==> src/rtl/mcu_32x.sv <==
// mcu_32x: single-cycle 32-bit core with internal ROM, data RAM and 32x32 register file.
// Ports: clk, reset (sync, active-high), result/address (registered retire info), mem_read/mem_write (registered strobes).
module mcu_32x #(
  parameter int IMEM_WORDS = 64,
  parameter int DMEM_WORDS = 64,
  // Program image, word i at bits [32*i +: 32]; up to 64 words reachable by PC[7:2].
  parameter logic [2047:0] ROM_IMAGE = {
    {57{32'h0000_0000}},
    32'hFC00_0000,
    32'h08A4_0800,
    32'h2480_0010,
    32'h2860_0010,
    32'h0461_1000,
    32'h2040_0007,
    32'h2020_0005
  }
) (
  input  logic        clk,
  input  logic        reset,
  output logic [31:0] result,
  output logic [31:0] address,
  output logic        mem_read,
  output logic        mem_write
);

  localparam int DAW = (DMEM_WORDS > 1) ? $clog2(DMEM_WORDS) : 1;

  localparam logic [5:0] OP_ADD  = 6'h01;
  localparam logic [5:0] OP_SUB  = 6'h02;
  localparam logic [5:0] OP_AND  = 6'h03;
  localparam logic [5:0] OP_OR   = 6'h04;
  localparam logic [5:0] OP_XOR  = 6'h05;
  localparam logic [5:0] OP_SLL  = 6'h06;
  localparam logic [5:0] OP_SRL  = 6'h07;
  localparam logic [5:0] OP_ADDI = 6'h08;
  localparam logic [5:0] OP_LW   = 6'h09;
  localparam logic [5:0] OP_SW   = 6'h0A;
  localparam logic [5:0] OP_BEQ  = 6'h0B;
  localparam logic [5:0] OP_HALT = 6'h3F;

  // The PC only needs 8 bits: the ROM index is PC[7:2], so it wraps at 0x100.
  logic [7:0]  pc;
  logic        halted;
  logic [31:0] regs [32];
  logic [31:0] dmem [DMEM_WORDS];

  logic [5:0]     rom_idx;
  logic [31:0]    instr;
  logic [5:0]     op;
  logic [4:0]     rd;
  logic [4:0]     rs1;
  logic [4:0]     rs2;
  logic [31:0]    imm;
  logic [31:0]    rd_val;
  logic [31:0]    rs1_val;
  logic [31:0]    rs2_val;
  logic [31:0]    ea;
  logic [DAW-1:0] dmem_idx;
  logic [7:0]     pc_inc;
  logic [7:0]     br_tgt;

  logic        wb_en;
  logic [31:0] wb_val;
  logic        st_en;
  logic        halt_hit;
  logic [7:0]  nxt_pc;
  logic [31:0] nxt_res;
  logic [31:0] nxt_addr;
  logic        nxt_rd;
  logic        nxt_wr;

  assign rom_idx  = 6'({26'd0, pc[7:2]} % 32'(IMEM_WORDS));
  assign instr    = ROM_IMAGE[{rom_idx, 5'd0} +: 32];
  assign op       = instr[31:26];
  assign rd       = instr[25:21];
  assign rs1      = instr[20:16];
  assign rs2      = instr[15:11];
  assign imm      = {{16{instr[15]}}, instr[15:0]};
  assign rd_val   = regs[rd];
  assign rs1_val  = regs[rs1];
  assign rs2_val  = regs[rs2];
  assign ea       = rs1_val + imm;
  assign dmem_idx = DAW'({26'd0, ea[7:2]} % 32'(DMEM_WORDS));
  assign pc_inc   = pc + 8'd4;
  assign br_tgt   = pc_inc + {imm[5:0], 2'b00};

  always_comb begin
    wb_en    = 1'b0;
    wb_val   = 32'd0;
    st_en    = 1'b0;
    halt_hit = 1'b0;
    nxt_pc   = pc_inc;
    nxt_res  = 32'd0;
    nxt_addr = {24'd0, pc};
    nxt_rd   = 1'b0;
    nxt_wr   = 1'b0;
    case (op)
      OP_ADD:  begin wb_en = 1'b1; wb_val = rs1_val + rs2_val; end
      OP_SUB:  begin wb_en = 1'b1; wb_val = rs1_val - rs2_val; end
      OP_AND:  begin wb_en = 1'b1; wb_val = rs1_val & rs2_val; end
      OP_OR:   begin wb_en = 1'b1; wb_val = rs1_val | rs2_val; end
      OP_XOR:  begin wb_en = 1'b1; wb_val = rs1_val ^ rs2_val; end
      OP_SLL:  begin wb_en = 1'b1; wb_val = rs1_val << rs2_val[4:0]; end
      OP_SRL:  begin wb_en = 1'b1; wb_val = rs1_val >> rs2_val[4:0]; end
      OP_ADDI: begin wb_en = 1'b1; wb_val = ea; end
      OP_LW: begin
        wb_en    = 1'b1;
        wb_val   = dmem[dmem_idx];
        nxt_addr = ea;
        nxt_rd   = 1'b1;
      end
      OP_SW: begin
        st_en    = 1'b1;
        nxt_res  = rd_val;
        nxt_addr = ea;
        nxt_wr   = 1'b1;
      end
      OP_BEQ: begin
        nxt_pc  = (rd_val == rs1_val) ? br_tgt : pc_inc;
        nxt_res = {24'd0, nxt_pc};
      end
      OP_HALT: begin
        halt_hit = 1'b1;
        nxt_pc   = pc;
      end
      default: ;
    endcase
    if (wb_en) nxt_res = wb_val;
  end

  always_ff @(posedge clk) begin
    if (reset) begin
      pc        <= 8'd0;
      halted    <= 1'b0;
      result    <= 32'd0;
      address   <= 32'd0;
      mem_read  <= 1'b0;
      mem_write <= 1'b0;
      for (int i = 0; i < 32; i++) regs[i] <= 32'd0;
      for (int i = 0; i < DMEM_WORDS; i++) dmem[i] <= 32'd0;
    end else if (halted) begin
      result    <= 32'd0;
      address   <= {24'd0, pc};
      mem_read  <= 1'b0;
      mem_write <= 1'b0;
    end else begin
      pc        <= nxt_pc;
      halted    <= halt_hit;
      result    <= nxt_res;
      address   <= nxt_addr;
      mem_read  <= nxt_rd;
      mem_write <= nxt_wr;
      // r0 stays zero because it is never written.
      if (wb_en && rd != 5'd0) regs[rd] <= wb_val;
      if (st_en) dmem[dmem_idx] <= rd_val;
    end
  end

endmodule

==> config.mk <==
export PLATFORM = sky130hd
export DESIGN_NAME = mcu_32x
export DESIGN_NICKNAME = d
export VERILOG_FILES = /design/src/rtl/mcu_32x.sv
export SDC_FILE = /design/constraint.sdc
export NUM_CORES = 2
export LEC_CHECK = 0
export CAP_MARGIN = 10
export CORE_MARGIN = 2
export CORE_UTILIZATION = 55
export CTS_CLUSTER_DIAMETER = 200
export DETAILED_ROUTE_END_ITERATION = 8
export PLACE_DENSITY_LB_ADDON = 0.25
export SLEW_MARGIN = 20
export SYNTH_ARGS = -nofsm -noshare
export SYNTH_HDL_FRONTEND = slang
export SYNTH_SLANG_ARGS = --single-unit
export TNS_END_PERCENT = 30
==> constraint.sdc <==
create_clock -name clk -period 11.5 [get_ports clk]
set_clock_uncertainty 0.2 [all_clocks]
set_input_delay 3.45 -clock clk [delete_from_list [all_inputs] [get_ports clk]]
set_output_delay 3.45 -clock clk [all_outputs]
set_load 0.01 [all_outputs]
==> results.md <==
- Run status: finished, final reports clean
- Area of all placed cells without fillers: 118000 µm²
- Cell area after synthesis: 107000 µm²
- Per-cell routed wire length: between 30 and 40 µm
- Register clock-pin slew on the reported worst setup and hold paths: roughly 0.06 ns
- Max_slew headroom: 0.104
- Share of total power consumed by net switching: 0.388
- CP endpoint: regs[1][29]
- Total number of cells along the worst setup path: 20
- Average instance area after synthesis: between 10 and 15 µm²
- Async S/R FF share, synth: 0
- Critical R2R Capture: regs[1][29]
- Design internal power: 17.1 mW
- Library cells used by synthesis: approximately 110
- Number of ports placed on the die boundary: just under 70
- Filler instances: 14700
- Die boundary width: between 400 and 500 µm
- Max capacitance violation total: 0
- Number of global-route vias before repair: 70500
- Clk Latency, worst-skew pair: about 0.94 ns
- Maximum clock frequency: around 0.11 GHz
- Delay of the slowest critical-path stage: just over 0.8 ns
- Power density over the cells: approximately 240 nW/µm²
- Number of cells on the worst reg-to-reg path: 20
- Combinational power share: 0.381
- Total Die Area: between 150000 and 200000 µm²
- Largest area contributor in the netlist: sky130_fd_sc_hd__edfxtp_1
- Slowest stage cell on the critical path: sky130_fd_sc_hd__nor4_1
- Type of the worst min-delay path: register to register
- Maximum ir drop on the vdd rail: 0.195 mV
- Pin count of the biggest net entering global routing: just under 90
- Number of instances in the synthesized netlist: 8340
- Worst path top cell family by delay: simple AND/OR/NAND/NOR gates
- Post-route fraction of the period consumed by the critical path: 0.782
- Net switching power figure: between 10 and 15 mW
- Vias per cell: approximately 6.8
- Count of flip-flops with a built-in enable after synthesis: between 2000 and 2500
- Worst Tran Pin Value: around 1.3 ns
- Std-Cell Core Area: between 150000 and 200000 µm²
- Critical Path Start: pc[2]
- Count leader, synth: sky130_fd_sc_hd__nor2_1
- RD Place Congestion: around 1.0
- Share of cells above drive strength 1: 0.148
- Total negative setup slack: 0 ns
- Synth warnings: 0
- Type of the worst setup path: register to register
- Overall Global Routing Usage: 0.371
- Total number of vias: 74000
- PostCTS Resize Cnt: 0
- Cell types occupying the most area after synthesis: sky130_fd_sc_hd__edfxtp_1, sky130_fd_sc_hd__mux4_2, sky130_fd_sc_hd__nor2_1
- Final HPWL from detailed placement: ~220 mm
- Most used standard cells in the synthesized netlist: sky130_fd_sc_hd__nor2_1, sky130_fd_sc_hd__edfxtp_1, sky130_fd_sc_hd__nand2_1
- Static leakage: 41.4 nW
- Buf+Inv Stages, Crit Path: 4
- Data arrival time of the critical path: around 9.6 ns
- Core Rows: 161
- RSZ-0062 raised after global routing: no
- WHS: 0.449 ns
- Most frequently used flop master after synthesis: sky130_fd_sc_hd__edfxtp_1
- Crit-path cells: inv_1 -> ha_2 -> nand2b_1 -> a21oi_1 -> buf_4 -> nor2_1 -> a21oi_1 -> ha_1 -> a21oi_1 -> or4_2 -> buf_4 -> nand2_4 -> buf_4 -> a211oi_1 -> or4_1 -> a31o_1 -> nor4_1 -> a31oi_1 -> o211ai_2 -> nor2b_1
- Final ANT Viol Nets: 0
- Fin crit period: approximately 9.0 ns
- Critical Path Fanout Max: 58
- CTS sink count: between 2000 and 2500
- Number of buffers inserted by post-CTS setup repair: 0
- Endpoint class of the critical path: register
- Remaining design rule violation count: 0
- Layout net count: 8261
- Share of power burned in registers: 0.351
- DRT Wirelength: 368 mm
- Flop2flop setup slack: ~2.5 ns
- Antenna violations before repair: 12
- Startpoint of the most critical register-to-register path: pc[2]
- First-iteration detailed-routing DRC count: ~12000
- Number of hold buffers added after cts: 0
- Standard cell area after detailed placement: 110000 µm²
- Height of the die: ~450 µm
- Startpoint type of the worst setup path: register
- Count of endpoints failing hold in the final timing report: 0
- Buffers on Ports: 67
- Maximum clock insertion buffer count: 3
- Final setup violating endpoints: 0
- Layout-stage area growth over the synthesis result: 10.2%
- First-pass detailed-route iteration total: 6
- Clock tree from TritonCTS: yes
- Slew Limit Fails: 0
- Critical Path RT: 12.06 ns
- Portion of the post-synthesis area used by sequential elements: 0.646
- Starting utilization of the core area: 0.555
- Yosys reg bits: approximately 2300
- Number of H-tree branching levels: 4
- TritonCTS Buffers: 230
- Buffer type at the clock tree root: sky130_fd_sc_hd__clkbuf_16
- Share of Yosys cell area claimed by the top area cell type: 0.632
- Global-route wire length before repair: approximately 520 mm
- Clock network fraction of total power: 0.268
- Total overflow reported by the global router: 0
## worst reg2reg max path: cells and delay by family, from the launching register on
family,cells,cell delay (ns)
and+or+nand+nor,7,3.21
adders and majority gates,2,0.92
AOI/OAI and AO/OA,7,2.50
DFF,1,0.43
buffers and inverters,4,1.61
## per-layer routing
metal  up-vias  part of all wire  GRT usage  wire, µm
li1      30100                 -          -         -
met1     37000              0.35      0.498    127000
met2      5812              0.44      0.548    163000
met3      1050              0.14      0.103     52900
met4         6             0.067      0.208     24700
met5         -           0.00013          0        46
## placed cells by master (no fill, tap or decap), drive strengths merged, types with 15 or more instances in the layout
cell           instances
inv                  104
a21oi                199
mux4                 445
conb                  45
a31oi                 65
nor3                 101
a221oi                18
ha                    87
a21boi                21
and3                  74
mux2i                 59
a311oi                36
a211oi                93
clkdlybuf4s50         66
bufinv                15
o22a                  22
o22ai                 66
and2                  28
o211ai                33
nand2                523
dfxtp                 73
nor2b                 65
buf                  283
xnor2                 97
a21o                  28
edfxtp              2253
clkbuf               284
nor2                2284
o21ai                106
nor4                  38
nand2b                82
nand3                142
nand4                 79
a22oi                 98
clkinv               109
xor2                  22
## worst min-delay path by stage
stage                       from        end  cells past startpoint
after floorplan           halted  result[6]                      1
final                      pc[2]      pc[2]                      2
after CTS                  pc[2]      pc[2]                      2
after detailed placement   pc[2]      pc[2]                      2
after global routing       pc[3]      pc[3]                      2
after global placement     pc[2]      pc[2]                      2
## power by group through the flow
| stage | logic [mW] | clock network (mW) | registers (mW) |
|---|---|---|---|
| 2_1_floorplan | 6.26 | 0 | 9.93 |
| 3_3_place_gp | 10.2 | 0 | 9.97 |
| 3_5_place_dp | 10.3 | 0 | 9.99 |
| 4_1_cts | 10.3 | 7.49 | 9.81 |
| 5_1_grt | 10.9 | 7.80 | 9.83 |
| 6_report | 10.6 | 7.47 | 9.81 |
## final cells by class
| type | instances | area, µm² | share of cell area |
|---|---|---|---|
| flip-flops and latches | 2326 | 69100 | 0.586 |
| inverters | 91 | 342 | 0.00290 |
| multi-input cells | 5171 | 34900 | 0.296 |
| clock inverters | 147 | 1250 | 0.0106 |
| repair buffers | 349 | 3040 | 0.0258 |
| clock buffers | 284 | 6150 | 0.0521 |
| well taps | 2526 | 3160 | 0.0268 |
| diodes | 6 | 15.0 | 0.000127 |
## kinds of logic after synthesis
kind of cell | after synthesis | synth area share
adders and majority gates | 90 | 0.0107
other | 1 | 0.0000350
muxes | 515 | 0.100
xor gates and xnor gates | 119 | 0.00988
and+or+nand+nor | 3467 | 0.137
DFF | 2326 | 0.646
AOI/OAI and AO/OA | 935 | 0.0613
buffers and inverters | 887 | 0.0353
## metrics by stage
| step | power (mW) | utilization | setup slack (ns) | cells |
|---|---|---|---|---|
| finish | 27.9 | 0.611 | 2.51 | 10900 |
| global route | 28.5 | 0.611 | 2.61 | 10900 |
| CTS | 27.6 | 0.611 | 3.04 | 10900 |
| detailed placement | 20.3 | 0.573 | 3.06 | 10500 |
| global placement | 20.2 | 0.572 | 3.19 | 10500 |
| floorplan | 16.2 | - | 5.03 | 8384 |
## registers in the layout, summed over array words and instances (netlist names)
register   count
pc             6
result        32
mem_write      1
regs         205
dmem        2048
address       32
halted         1
mem_read       1
Power figures use the tool's default switching activity.
